### config.mk
export PLATFORM = sky130hd
export DESIGN_NAME = hx8352_reg_reader_flat
export DESIGN_NICKNAME = d
export VERILOG_FILES = /design/src/rtl/hx8352_pkg.sv /design/src/rtl/hx8352_reg_reader_if.sv /design/src/rtl/hx8352_phase_counter.sv /design/src/rtl/hx8352_reg_reader.sv /design/src/flat_wrapper.sv
export SDC_FILE = /design/constraint.sdc
export NUM_CORES = 1
export LEC_CHECK = 0
export BUFFER_PORTS_ARGS = -buffer_cell sky130_fd_sc_hd__buf_4
export CAP_MARGIN = 25
export CELL_PAD_IN_SITES_DETAIL_PLACEMENT = 0
export CELL_PAD_IN_SITES_GLOBAL_PLACEMENT = 1
export CORE_MARGIN = 1.5
export CORE_UTILIZATION = 35
export CTS_CLUSTER_DIAMETER = 100
export DETAILED_ROUTE_END_ITERATION = 8
export GPL_TIMING_DRIVEN = 0
export HOLD_SLACK_MARGIN = 0.12
export PLACE_DENSITY_LB_ADDON = 0.3
export SLEW_MARGIN = 20
export SYNTH_ARGS = -nofsm -noshare
export SYNTH_HDL_FRONTEND = slang
export SYNTH_SLANG_ARGS = --single-unit
### constraint.sdc
create_clock -name clk -period 2.2 [get_ports clk]
set_input_delay 0.33 -clock clk [delete_from_list [all_inputs] [get_ports clk]]
set_output_delay 0.33 -clock clk [all_outputs]
set_load 0.01 [all_outputs]
### src/rtl/hx8352_pkg.sv
// Shared HX8352 definitions: register indices, RS levels and the register-reader state encoding.
package hx8352_pkg;

   localparam logic [7:0] REG_PRODUCT_ID = 8'h00;
   localparam logic [7:0] REG_DATA_RW    = 8'h22;

   localparam logic LCD_CMD  = 1'b0;
   localparam logic LCD_DATA = 1'b1;

   localparam int unsigned PhaseCntW = 8;

   typedef enum logic [3:0] {
      StIdle,
      StSetup,
      StIdxWrLow,
      StIdxWrHigh,
      StTurn,
      StDummyLow,
      StDummyHigh,
      StRdLow,
      StRdHigh,
      StDone
   } state_e;

   // A phase of N cycles loads N-1 so the terminal count lands on its last cycle.
   function automatic logic [PhaseCntW-1:0] phase_load(input int unsigned cycles);
      return PhaseCntW'(cycles - 1);
   endfunction

endpackage

### src/rtl/hx8352_reg_reader_if.sv
// Host handshake plus split LCD bus of the HX8352 register reader.
interface hx8352_reg_reader_if;

   logic        step;
   logic [7:0]  reg_index;
   logic        busy;
   logic        done;
   logic [15:0] data_out;
   logic        lcd_cs;
   logic        lcd_rs;
   logic        lcd_wr_n;
   logic        lcd_rd_n;
   logic [15:0] lcd_db_out;
   logic        lcd_db_oe;
   logic [15:0] lcd_db_in;

   modport slave (
      input  step, reg_index, lcd_db_in,
      output busy, done, data_out, lcd_cs, lcd_rs, lcd_wr_n, lcd_rd_n, lcd_db_out, lcd_db_oe
   );

   modport master (
      output step, reg_index, lcd_db_in,
      input  busy, done, data_out, lcd_cs, lcd_rs, lcd_wr_n, lcd_rd_n, lcd_db_out, lcd_db_oe
   );

endinterface

### src/rtl/hx8352_phase_counter.sv
// Loadable down-counter with terminal-count flag; times every strobe phase of the reader.
module hx8352_phase_counter #(
   parameter int unsigned Width = 8
) (
   input  logic             clk,
   input  logic             rst,
   input  logic             load_i,
   input  logic [Width-1:0] value_i,
   output logic             tc_o
);

   logic [Width-1:0] cnt_q, cnt_d;

   always_comb begin
      cnt_d = cnt_q;
      if (load_i) begin
         cnt_d = value_i;
      end else if (cnt_q != '0) begin
         cnt_d = cnt_q - 1'b1;
      end
   end

   always_ff @(posedge clk) begin
      if (!rst) begin
         cnt_q <= '0;
      end else begin
         cnt_q <= cnt_d;
      end
   end

   assign tc_o = (cnt_q == '0);

endmodule

### src/rtl/hx8352_reg_reader.sv
// HX8352 register read sequencer: index write, bus turnaround, optional dummy read, real read.
module hx8352_reg_reader
   import hx8352_pkg::*;
#(
   parameter int unsigned T_WR_LOW   = 2,
   parameter int unsigned T_WR_HIGH  = 2,
   parameter int unsigned T_RD_LOW   = 4,
   parameter int unsigned T_RD_HIGH  = 2,
   parameter int unsigned DUMMY_READ = 1
) (
   input logic                clk,
   input logic                rst,
   hx8352_reg_reader_if.slave bus
);

   state_e                 state_q, state_d;
   logic [7:0]             idx_q, idx_d;
   logic                   cnt_load;
   logic [PhaseCntW-1:0]   cnt_val;
   logic                   cnt_tc;
   logic                   sample;
   logic                   oe_d;

   logic                   cs_q, rs_q, wr_n_q, rd_n_q, oe_q, busy_q, done_q;
   logic [15:0]            db_out_q, data_out_q;

   hx8352_phase_counter #(
      .Width(PhaseCntW)
   ) u_phase_cnt (
      .clk    (clk),
      .rst    (rst),
      .load_i (cnt_load),
      .value_i(cnt_val),
      .tc_o   (cnt_tc)
   );

   always_comb begin
      state_d  = state_q;
      idx_d    = idx_q;
      cnt_load = 1'b0;
      cnt_val  = '0;
      unique case (state_q)
         StIdle: begin
            if (bus.step) begin
               state_d = StSetup;
               idx_d   = bus.reg_index;
            end
         end
         StSetup: begin
            state_d  = StIdxWrLow;
            cnt_load = 1'b1;
            cnt_val  = phase_load(T_WR_LOW);
         end
         StIdxWrLow: begin
            if (cnt_tc) begin
               state_d  = StIdxWrHigh;
               cnt_load = 1'b1;
               cnt_val  = phase_load(T_WR_HIGH);
            end
         end
         StIdxWrHigh: begin
            if (cnt_tc) begin
               state_d = StTurn;
            end
         end
         StTurn: begin
            state_d  = (DUMMY_READ != 0) ? StDummyLow : StRdLow;
            cnt_load = 1'b1;
            cnt_val  = phase_load(T_RD_LOW);
         end
         StDummyLow: begin
            if (cnt_tc) begin
               state_d  = StDummyHigh;
               cnt_load = 1'b1;
               cnt_val  = phase_load(T_RD_HIGH);
            end
         end
         StDummyHigh: begin
            if (cnt_tc) begin
               state_d  = StRdLow;
               cnt_load = 1'b1;
               cnt_val  = phase_load(T_RD_LOW);
            end
         end
         StRdLow: begin
            if (cnt_tc) begin
               state_d  = StRdHigh;
               cnt_load = 1'b1;
               cnt_val  = phase_load(T_RD_HIGH);
            end
         end
         StRdHigh: begin
            if (cnt_tc) begin
               state_d = StDone;
            end
         end
         StDone: begin
            state_d = StIdle;
         end
         default: begin
            state_d = StIdle;
         end
      endcase
   end

   // The panel drives valid data by the end of the real read's low phase.
   assign sample = (state_q == StRdLow) && cnt_tc;
   assign oe_d   = (state_d == StSetup) || (state_d == StIdxWrLow) || (state_d == StIdxWrHigh);

   // Outputs are decoded from the next state so they are registered yet aligned with it.
   always_ff @(posedge clk) begin
      if (!rst) begin
         state_q    <= StIdle;
         idx_q      <= '0;
         cs_q       <= 1'b1;
         rs_q       <= LCD_CMD;
         wr_n_q     <= 1'b1;
         rd_n_q     <= 1'b1;
         oe_q       <= 1'b0;
         db_out_q   <= '0;
         data_out_q <= '0;
         busy_q     <= 1'b0;
         done_q     <= 1'b0;
      end else begin
         state_q  <= state_d;
         idx_q    <= idx_d;
         cs_q     <= (state_d == StIdle) || (state_d == StDone);
         rs_q     <= (state_d inside {StTurn, StDummyLow, StDummyHigh, StRdLow, StRdHigh}) ?
                     LCD_DATA : LCD_CMD;
         wr_n_q   <= (state_d != StIdxWrLow);
         rd_n_q   <= !((state_d == StDummyLow) || (state_d == StRdLow));
         oe_q     <= oe_d;
         db_out_q <= oe_d ? {8'h00, idx_d} : 16'h0000;
         busy_q   <= (state_d != StIdle);
         done_q   <= (state_d == StDone);
         if (sample) begin
            data_out_q <= bus.lcd_db_in;
         end
      end
   end

   assign bus.busy       = busy_q;
   assign bus.done       = done_q;
   assign bus.data_out   = data_out_q;
   assign bus.lcd_cs     = cs_q;
   assign bus.lcd_rs     = rs_q;
   assign bus.lcd_wr_n   = wr_n_q;
   assign bus.lcd_rd_n   = rd_n_q;
   assign bus.lcd_db_out = db_out_q;
   assign bus.lcd_db_oe  = oe_q;

endmodule

### src/flat_wrapper.sv
// flat-port wrapper written by rule: the top's interface ports become plain ports
module hx8352_reg_reader_flat import hx8352_pkg::*;
#(
   parameter int unsigned T_WR_LOW   = 2,
   parameter int unsigned T_WR_HIGH  = 2,
   parameter int unsigned T_RD_LOW   = 4,
   parameter int unsigned T_RD_HIGH  = 2,
   parameter int unsigned DUMMY_READ = 1
)
  (clk, rst, bus_step, bus_reg_index, bus_lcd_db_in, bus_busy, bus_done, bus_data_out, bus_lcd_cs, bus_lcd_rs, bus_lcd_wr_n, bus_lcd_rd_n, bus_lcd_db_out, bus_lcd_db_oe);
  hx8352_reg_reader_if bus_i ();
  input logic clk;
  input logic rst;
  input wire logic [$bits(bus_i.step)-1:0] bus_step;
  input wire logic [$bits(bus_i.reg_index)-1:0] bus_reg_index;
  input wire logic [$bits(bus_i.lcd_db_in)-1:0] bus_lcd_db_in;
  output wire logic [$bits(bus_i.busy)-1:0] bus_busy;
  output wire logic [$bits(bus_i.done)-1:0] bus_done;
  output wire logic [$bits(bus_i.data_out)-1:0] bus_data_out;
  output wire logic [$bits(bus_i.lcd_cs)-1:0] bus_lcd_cs;
  output wire logic [$bits(bus_i.lcd_rs)-1:0] bus_lcd_rs;
  output wire logic [$bits(bus_i.lcd_wr_n)-1:0] bus_lcd_wr_n;
  output wire logic [$bits(bus_i.lcd_rd_n)-1:0] bus_lcd_rd_n;
  output wire logic [$bits(bus_i.lcd_db_out)-1:0] bus_lcd_db_out;
  output wire logic [$bits(bus_i.lcd_db_oe)-1:0] bus_lcd_db_oe;
  assign bus_i.step = bus_step;
  assign bus_i.reg_index = bus_reg_index;
  assign bus_i.lcd_db_in = bus_lcd_db_in;
  assign bus_busy = bus_i.busy;
  assign bus_done = bus_i.done;
  assign bus_data_out = bus_i.data_out;
  assign bus_lcd_cs = bus_i.lcd_cs;
  assign bus_lcd_rs = bus_i.lcd_rs;
  assign bus_lcd_wr_n = bus_i.lcd_wr_n;
  assign bus_lcd_rd_n = bus_i.lcd_rd_n;
  assign bus_lcd_db_out = bus_i.lcd_db_out;
  assign bus_lcd_db_oe = bus_i.lcd_db_oe;
  hx8352_reg_reader #(.T_WR_LOW(T_WR_LOW), .T_WR_HIGH(T_WR_HIGH), .T_RD_LOW(T_RD_LOW), .T_RD_HIGH(T_RD_HIGH), .DUMMY_READ(DUMMY_READ)) u_core (.clk(clk), .rst(rst), .bus(bus_i));
endmodule
==> flow_summary.json, run 1 <==
{
  "yosysWarningCount": 0,
  "vias_per_cell": 4.50,
  "multi_input_area_um2": 928,
  "overflow": 0,
  "seq_area_frac_synth_pct": 50.5,
  "diodes": 0,
  "skew_ps": 3.61,
  "setup_viol": 0,
  "routedWlPerCell_um": 12.3,
  "yosysTopAreaCell": "dfxtp_1",
  "tightest_slew_ps": 601,
  "dpl.hpwl_mm": 3.22,
  "clkTransAtPathRegs_ps": 90,
  "rsz0062_at_grt": "no",
  "root_buffer": "clkbuf_8",
  "path_max_fanout": 7,
  "route.vias.total": 1683,
  "drc": 0,
  "num_rows": 27,
  "timing.critical_path.buf_inv": 2,
  "num_io_pins": 66,
  "drtIter0Drc": 71,
  "numPortBuffers": 57,
  "grt_pass1_wl_mm": 7.18,
  "fin_crit_ps": 2080,
  "synthFlopType": "dfxtp_1",
  "whs_ps": 275,
  "crit_chain": "inv_1, ha_2, or3b_4, nor3_4, a2111oi_2, o31ai_4, buf_4, nor3_1",
  "yosysMostFrequentCell": "dfxtp_1",
  "p_leak_nw": 1.24,
  "grt_max_degree": 16,
  "critical_path_class": "reg2reg",
  "cp.arrival_ps": 2250,
  "cp_slowest_cell": "or3b_4",
  "nFillCells": 564,
  "htreeDepth": 2,
  "initial_core_util_pct": 36.5,
  "netlist_instances": 225,
  "regArea_um2": 1020,
  "grt_pass1_vias": 1518,
  "clock_latency_ps": 290,
  "min_path_type": "in2reg",
  "crit_family": "simple AND/OR/NAND/NOR gates",
  "drive_above_1_share_pct": 33.1,
  "synth.top_cells.by_count": "dfxtp_1 (51), nand2_1 (43), a21oi_1 (22)",
  "cts_buffers": 5,
  "synth_area_um2": 2020,
  "globalplace.congestion": 0.785,
  "slew_headroom_pct": 59.6,
  "tritoncts": "done",
  "synth.top_cell.area_share_pct": 50.5,
  "synth_area_leaders": "dfxtp_1 (51%), nand2_1 (8.0%), a21oi_1 (5.4%)",
  "cp.required_ps": 2370,
  "power_density_nw_per_um2": 982,
  "finalHoldViolCount": 0,
  "worstSetupEndpointType": "flip-flop",
  "slowest_delay_ps": 430,
  "ys_types": 37,
  "die_area_um2": 6240,
  "drv_cap": 0,
  "dr.pass1.iters": 4,
  "async_flop_share_pct": 0,
  "die_y_um": 79.0,
  "nNetsFinal": 330,
  "ir_drop_uv": 515,
  "postCtsHoldBufs": 0,
  "ctsLongestPathBuffers": 2,
  "fin_util_pct": 49.6,
  "ys_seq_elements": 51,
  "regToRegSetupSlack_ps": 120,
  "cp-start-kind": "flip-flop",
  "antenna_found_initial": 0,
  "wl_mm": 4.61,
  "die_w_um": 79.0,
  "clock-sinks": 51,
  "slew_viol_final": 0,
  "track_usage_pct": 14.9,
  "status": "completed",
  "synth_edf_count": 0,
  "core_um2": 5540,
  "syn2layout_area_growth_pct": 36.0,
  "syn_avg_cell_area_um2": 8.98,
  "ant_nets": 0,
  "fmaxAchievable_mhz": 480,
  "min_period_over_period_pct": 94.7
}
## cell type report
class	count	area share, %
Clock inverter	2	1.37
Buffer	19	4.01
Multi-Input combinational cell	157	33.8
Inverter	5	0.683
Timing Repair Buffer	63	17.2
Tap cell	72	3.28
Clock buffer	5	2.50
Sequential cell	51	37.2
## worst reg2reg max path, cell delays in order (launching register included)
cell       delay [ps]
dfxtp_1           340
inv_1              60
ha_2              210
or3b_4            430
nor3_4            310
a2111oi_2         120
o31ai_4           240
buf_4             190
nor3_1             60
## through the flow
step                total power [mW]  setup TNS, ps  cell area [um2]  instances  worst slack, ps
detailed placement              2.03          -1410             2560        361            -90.3
global route                    2.88              0             2750        374             8.62
CTS                             2.70          -15.4             2690        370            -15.4
finish                          2.70              0             2750        374              116
floorplan                       1.81              0             2050        232              213
global placement                2.02          -1160             2560        361            -79.4
## placed cells by master (no fill, tap or decap), drive strengths merged, types with 3 or more instances in the layout
cell type and n:
mux2i 9, nor2 21, nand2 43, dfxtp 51
xor2 5, nor3 13, nand3 5, o31ai 4
nand2b 3, clkbuf 9, xnor2 3, a21oi 22
conb 8, buf 78, inv 5
## state kept, by name, indices dropped and copies added, names as in the netlist
signal	flops
u_core.bus.busy	1
u_core.bus.done	1
u_core.bus.lcd_cs	1
u_core.bus.lcd_db_out	8
u_core.u_phase_cnt.cnt_q	8
u_core.bus.data_out	16
u_core.bus.lcd_rs	1
u_core.idx_q	8
u_core.bus.lcd_db_oe	1
u_core.bus.lcd_wr_n	1
u_core.bus.lcd_rd_n	1
u_core.state_q	4
## per-layer routing
metal / routed length (um) / GRT usage [%] / vias up
li1: - / - / 890
met1: 2100 / 19.4 / 746
met4: 53 / 5.79 / 0
met5: 0 / 0 / -
met2: 2140 / 23.0 / 43
met3: 312 / 4.60 / 4
## logic make-up after synthesis
family                   count (synthesis)  synth area share [%]
XOR/XNOR                                 8                  3.47
other                                    1                 0.186
AND/OR/NAND/NOR                         95                  22.6
multiplexers                             9                  4.46
flip-flops                              51                  50.5
AO/OA/AOI/OAI                           36                  11.8
adder cells (fa/ha/maj)                  1                 0.619
buffers and inverters                   24                  6.38
## worst paths after layout
path                                             startpoint                        to  depth (start not counted)
worst max-delay path            u_core.u_phase_cnt.cnt_q[0]  u_core.bus.lcd_db_out[7]                          8
worst min register to register      u_core.bus.data_out[15]   u_core.bus.data_out[15]                          2
worst min-delay path                       bus_lcd_db_in[2]    u_core.bus.data_out[2]                          3
worst max register to register  u_core.u_phase_cnt.cnt_q[0]  u_core.bus.lcd_db_out[7]                          8
## where the power goes
group	internal, mW	switching (mW)
combinational	0.427	0.504
clock	0.332	0.293
sequential	1.04	0.0978
## timing repair
item	4_1_cts	5_1_grt
pin swaps	1	2
resized for setup	2	6
setup buffers	2	4
endpoints found under the setup margin	19	22
(Power assumes the default switching activity.)
==> run 2, diff against run 1 <==
--- a/config.mk
+++ b/config.mk
@@ -11,6 +11,7 @@
 export CELL_PAD_IN_SITES_GLOBAL_PLACEMENT = 1
 export CORE_MARGIN = 1.5
 export CORE_UTILIZATION = 35
+export CTS_BUF_LIST = sky130_fd_sc_hd__clkbuf_16
 export CTS_CLUSTER_DIAMETER = 100
 export DETAILED_ROUTE_END_ITERATION = 8
 export GPL_TIMING_DRIVEN = 0
@@ -19,4 +20,5 @@
 export SLEW_MARGIN = 20
 export SYNTH_ARGS = -nofsm -noshare
 export SYNTH_HDL_FRONTEND = slang
+export SYNTH_HIERARCHICAL = 1
 export SYNTH_SLANG_ARGS = --single-unit
==> flow_summary.json, run 2 <==
{
  "nFillCells": 601,
  "cp.required_ps": 2360,
  "drc": 0,
  "clock-sinks": 51,
  "globalplace.congestion": 0.755,
  "ys_types": 43,
  "tightest_slew_ps": 673,
  "hold_end": "u_core/bus.data_out[9]",
  "yosysTopAreaCell": "dfxtp_1",
  "worstSetupEndpointType": "flip-flop",
  "ant_nets": 0,
  "slew_viol_final": 0,
  "ctsLongestPathBuffers": 2,
  "nNetsFinal": 344,
  "synthFlopType": "dfxtp_1",
  "min_period_over_period_pct": 92.2,
  "combinationalPowerShare_pct": 30.8,
  "crit_family": "simple AND/OR/NAND/NOR gates",
  "synth.top_cells.by_count": "dfxtp_1 (51), nand2_1 (39), nor2_1 (15)",
  "die_area_um2": 6640,
  "antenna_found_initial": 0,
  "power_density_nw_per_um2": 955,
  "dpl.hpwl_mm": 3.08,
  "clock_latency_ps": 280,
  "fin_crit_ps": 2030,
  "track_usage_pct": 13.9,
  "seq_area_frac_synth_pct": 47.3,
  "critical_path_class": "reg2reg",
  "htreeDepth": 2,
  "hold_start": "bus_lcd_db_in[9]",
  "syn2layout_area_growth_pct": 37.2,
  "die_w_um": 81.5,
  "worst_slack_ps": 171,
  "finalPower_mw": 2.83,
  "setup_viol": 0,
  "syn_avg_cell_area_um2": 9.30,
  "grt_pass1_vias": 1625,
  "drv_cap": 0,
  "switching_share_pct": 28.4,
  "r2r_cells": 9,
  "grt_max_degree": 16,
  "p_leak_nw": 1.30,
  "clkTransAtPathRegs_ps": 60,
  "timing.critical_path.buf_inv": 3,
  "dr.pass1.iters": 4,
  "cts_buffers": 5,
  "ir_drop_uv": 463,
  "crit_chain": "nor4_4, and4bb_1, buf_6, inv_1, o22a_1, nor2_4, inv_2, o21ai_0, a311oi_2",
  "status": "completed",
  "slew_headroom_pct": 54.8,
  "synth_area_um2": 2160,
  "largest_reg_flops": 16,
  "vias_per_cell": 4.36,
  "netSwitchingPower_uw": 802,
  "slowest_delay_ps": 360,
  "cp_slowest_cell": "dfxtp_1",
  "cp.arrival_ps": 2190,
  "seq_power_share_pct": 39.3,
  "numPortBuffers": 57,
  "num_io_pins": 66,
  "yosysMostFrequentCell": "dfxtp_1",
  "min_path_cells": 3,
  "synth_edf_count": 0,
  "netlist_instances": 232,
  "root_buffer": "clkbuf_16",
  "drive_above_1_share_pct": 32.6,
  "core_um2": 5920,
  "grt_pass1_wl_mm": 7.14,
  "yosysWarningCount": 6,
  "diodes": 0,
  "die_y_um": 81.5,
  "final_common_cell": "buf_4",
  "initial_core_util_pct": 36.4,
  "cp-start-kind": "flip-flop",
  "fin_util_pct": 50.0,
  "route.vias.total": 1705,
  "num_rows": 28,
  "setup-tns-final_ps": 0,
  "regToRegSetupSlack_ps": 170,
  "async_flop_share_pct": 0,
  "rsz0062_at_grt": "no",
  "postCtsHoldBufs": 0,
  "r2r-start": "u_core/u_phase_cnt/cnt_q[2]",
  "finalHoldViolCount": 0,
  "min_path_type": "in2reg",
  "synth.top_cell.area_share_pct": 47.3,
  "overflow": 0,
  "skew_ps": 2.90,
  "synth_area_leaders": "dfxtp_1 (47%), nand2_1 (6.8%), mux2i_1 (4.2%)",
  "final_cell_mix": "buf_4 (75), dfxtp_1 (51), nand2_1 (38)",
  "p_int_mw": 2.02,
  "p_clk_share_pct": 29.8,
  "r2r_end": "u_core/u_phase_cnt/cnt_q[1]",
  "dp_slack_ps": -389,
  "ys_seq_elements": 51,
  "routedWlPerCell_um": 11.0,
  "tritoncts": "done",
  "wl_mm": 4.28,
  "path_max_fanout": 9,
  "drtIter0Drc": 47,
  "fmaxAchievable_mhz": 493
}
==> run 2: cell types whose count changed after synthesis, moves of 5 or more <==
| cell | change |
|---|---|
| a21boi_0 | +6 |
| a21boi_1 | +10 |
| a21oi_1 | -17 |
| buf_6 | +5 |
| nor2_1 | -6 |
| nor2b_1 | +7 |
| nor3_1 | -5 |
==> run 2: cells by family (layout without fill, tap and decap cells) <==
| kind of cell | count (synthesis) | in the layout | synth area share [%] |
|---|---|---|---|
| adders and majority gates | 1 | 1 | 0.580 |
| and+or+nand+nor | 93 | 93 | 22.5 |
| muxes | 9 | 9 | 4.18 |
| xor gates and xnor gates | 6 | 6 | 2.44 |
| DFF | 51 | 51 | 47.3 |
| AOI/OAI and AO/OA | 41 | 41 | 13.7 |
| other | 1 | 14 | 0.174 |
| buffers and inverters | 30 | 101 | 9.05 |
==> run 2: routing by layer <==
layer | up-vias | global-route usage [%] | part of all wire, %
met4 | 0 | 5.17 | 0.72
met3 | 2 | 3.56 | 6.1
met1 | 752 | 16.4 | 46
met5 | - | 0 | 0
met2 | 40 | 24.0 | 48
li1 | 911 | - | -
==> run 2: per-stage QoR <==
step / instances / instance area (um2) / hold slack, ps
floorplan: 245 / 2210 / 460
global placement: 377 / 2730 / 441
detailed placement: 377 / 2730 / 445
CTS: 386 / 2910 / 284
global route: 391 / 2960 / 292
finish: 391 / 2960 / 291
==> run 2: area by class of cell <==
class | instances | area [um2] | share of cell area, %
Sequential cell | 51 | 1020 | 34.5
Clock inverter | 2 | 37.5 | 1.27
Inverter | 7 | 26.3 | 0.888
Clock buffer | 5 | 125 | 4.23
Buffer | 23 | 169 | 5.71
Tap cell | 75 | 93.8 | 3.17
Timing Repair Buffer | 64 | 480 | 16.2
Multi-Input combinational cell | 164 | 1010 | 34.0
==> run 2: worst max path at each step <==
stage	startpoint	end	slack [ps]	cells after the start
finish	u_core/u_phase_cnt/cnt_q[2]	u_core/u_phase_cnt/cnt_q[1]	170	9
global route	u_core/u_phase_cnt/cnt_q[2]	u_core/bus.data_out[15]	30	10
CTS	u_core/u_phase_cnt/cnt_q[3]	u_core/bus.data_out[10]	70	10
detailed placement	u_core/u_phase_cnt/cnt_q[3]	u_core/u_phase_cnt/cnt_q[1]	-390	9
global placement	u_core/u_phase_cnt/cnt_q[3]	u_core/u_phase_cnt/cnt_q[1]	-380	9
floorplan	u_core/u_phase_cnt/cnt_q[3]	u_core/u_phase_cnt/cnt_q[1]	20	9
==> run 2: power groups by stage <==
| stage | sequential (mW) | clock [mW] | combinational [mW] |
|---|---|---|---|
| 4_1_cts | 1.11 | 0.883 | 0.786 |
| 5_1_grt | 1.13 | 0.909 | 0.980 |
| 3_3_place_gp | 1.13 | 0 | 0.744 |
| 6_report | 1.11 | 0.842 | 0.872 |
| 3_5_place_dp | 1.13 | 0 | 0.755 |
| 2_1_floorplan | 1.13 | 0 | 0.560 |
==> run 2: worst reg2reg max path, cell delays in order, from the launching register on <==
cell	delay (ps)
dfxtp_1	360
nor4_4	330
and4bb_1	250
buf_6	130
inv_1	60
o22a_1	250
nor2_4	160
inv_2	100
o21ai_0	220
a311oi_2	50
==> run 2: what timing repair did <==
item | in CTS | in global routing
gates resized for setup | 3 | 3
gates cloned | 0 | 0
setup endpoints to repair | 8 | 18
pin swaps | 1 | 1
setup buffers | 2 | 5
==> run 3, diff against run 2 <==
==> constraint.sdc (replaced) <==
create_clock -name clk -period 2.1 [get_ports clk]
set_input_delay 0.315 -clock clk [delete_from_list [all_inputs] [get_ports clk]]
set_output_delay 0.315 -clock clk [all_outputs]
set_load 0.02 [all_outputs]
==> flow_summary.json, run 3 (same netlist as run 2, synthesis figures left out) <==
{
  "path_max_fanout": 10,
  "initial_core_util_pct": 36.4,
  "r2r_end": "u_core/bus.data_out[11]",
  "core_um2": 5920,
  "crit_top_cell": "buf_6",
  "min_period_over_period_pct": 91.9,
  "drc": 0,
  "finalPower_mw": 2.88,
  "grt_pass1_wl_mm": 7.14,
  "status": "completed",
  "globalplace.congestion": 0.750,
  "num_rows": 28,
  "fin_crit_ps": 1930,
  "skew_ps": 2.80,
  "nFillCells": 598,
  "ant_nets": 0,
  "slew_viol_final": 0,
  "seq_power_share_pct": 40.4,
  "clock-sinks": 51,
  "tightest_slew_ps": 734,
  "drv_cap": 0,
  "regToRegSetupSlack_ps": 170,
  "nNetsFinal": 342,
  "setup-tns-final_ps": 0,
  "dpl.hpwl_mm": 3.13,
  "combinationalPowerShare_pct": 33.0,
  "die_y_um": 81.5,
  "netSwitchingPower_uw": 885,
  "die_area_um2": 6640,
  "min_path_type": "in2reg",
  "num_io_pins": 66,
  "diodes": 0,
  "ir_drop_uv": 479,
  "clock_latency_ps": 280,
  "die_w_um": 81.5,
  "setup_viol": 0,
  "p_clk_share_pct": 26.5,
  "r2r_cells": 10,
  "vias_per_cell": 4.47,
  "cp.required_ps": 2320,
  "largest_reg_flops": 16,
  "cts_buffers": 5,
  "final_common_cell": "buf_4",
  "switching_share_pct": 30.7,
  "cp-start-kind": "flip-flop",
  "hold_start": "bus_lcd_db_in[14]",
  "htreeDepth": 2,
  "drtIter0Drc": 33,
  "clkTransAtPathRegs_ps": 60,
  "syn2layout_area_growth_pct": 36.1,
  "fin_util_pct": 49.6,
  "slew_headroom_pct": 50.7,
  "p_leak_nw": 1.29,
  "power_density_nw_per_um2": 983,
  "overflow": 0,
  "dr.pass1.iters": 4,
  "hold_end": "u_core/bus.data_out[14]",
  "min_path_cells": 3,
  "crit_chain": "nor4_4, and4bb_1, buf_6, and3_4, buf_6, nor2b_4, buf_6, buf_6, nand2_1, a21boi_1",
  "critical_path_class": "reg2reg",
  "track_usage_pct": 13.7,
  "cp_slowest_cell": "dfxtp_2",
  "r2r-start": "u_core/u_phase_cnt/cnt_q[2]",
  "ctsLongestPathBuffers": 2,
  "root_buffer": "clkbuf_16",
  "fmaxAchievable_mhz": 518,
  "slowest_delay_ps": 350,
  "cp.arrival_ps": 2140,
  "grt_max_degree": 16,
  "tritoncts": "done",
  "final_cell_mix": "buf_4 (73), dfxtp_1 (50), nand2_1 (38)",
  "antenna_found_initial": 0,
  "routedWlPerCell_um": 11.3,
  "numPortBuffers": 57,
  "grt_pass1_vias": 1620,
  "drive_above_1_share_pct": 32.5,
  "route.vias.total": 1739,
  "finalHoldViolCount": 0,
  "p_int_mw": 2.00,
  "worstSetupEndpointType": "flip-flop",
  "rsz0062_at_grt": "no",
  "wl_mm": 4.38
}
## run 3: area by class of cell
cell class	count	area (um2)	area share [%]
flip-flops and latches	51	1020	34.8
plain buffers	23	169	5.75
multi-input cells	164	1020	34.7
repair buffers	62	465	15.9
clock inverters	2	13.8	0.469
inverters	7	28.8	0.980
well taps	75	93.8	3.20
clock buffers	5	125	4.26
## run 3: metrics by stage
step,cells,setup slack (ps),hold WS [ps],area (um2)
2_1_floorplan,245,37.1,450,2210
3_3_place_gp,377,-286,443,2730
3_5_place_dp,377,-272,450,2730
4_1_cts,386,0.575,271,2890
5_1_grt,389,35.7,275,2940
6_report,389,170,275,2940
## run 3: power groups by stage
| stage | logic [mW] | registers (mW) | clock network (mW) |
|---|---|---|---|
| after floorplan | 0.596 | 1.21 | 0 |
| after global placement | 0.813 | 1.19 | 0 |
| after detailed placement | 0.820 | 1.19 | 0 |
| after CTS | 0.860 | 1.17 | 0.795 |
| after global routing | 1.05 | 1.18 | 0.842 |
| final | 0.952 | 1.17 | 0.765 |
## run 3: timing repair
| item | in CTS | in global routing |
|---|---|---|
| resized for setup | 2 | 8 |
| pin swaps | 2 | 1 |
| setup endpoints to repair | 9 | 27 |
| hold buffers | 0 | 0 |
| buffers inserted | 2 | 3 |
## run 3: critical path, delay by kind of cell, from the launching register on
kind | cells | cell delay [ps]
AND/OR/NAND/NOR | 5 | 900
buffers and inverters | 4 | 510
flip-flops | 1 | 350
AO/OA/AOI/OAI | 1 | 120
## run 3: routing by layer
metal | share of wire (%) | global-route usage [%] | vias to the layer above | routed length (um)
met5 | 0 | 0 | - | 0
met4 | 1.0 | 4.14 | 0 | 46
met3 | 6.7 | 3.89 | 4 | 295
met2 | 46 | 22.6 | 39 | 2010
met1 | 46 | 17.3 | 776 | 2030
li1 | - | - | 920 | -
## run 3: worst max-delay path by stage
stage | start | to | cells after the start
final | u_core/u_phase_cnt/cnt_q[2] | u_core/bus.data_out[11] | 10
after global routing | u_core/u_phase_cnt/cnt_q[2] | u_core/bus.data_out[11] | 10
after CTS | u_core/u_phase_cnt/cnt_q[0] | u_core/u_phase_cnt/cnt_q[5] | 10
after detailed placement | u_core/u_phase_cnt/cnt_q[3] | u_core/u_phase_cnt/cnt_q[1] | 9
after global placement | u_core/u_phase_cnt/cnt_q[3] | u_core/u_phase_cnt/cnt_q[1] | 9
after floorplan | u_core/u_phase_cnt/cnt_q[3] | u_core/u_phase_cnt/cnt_q[1] | 9
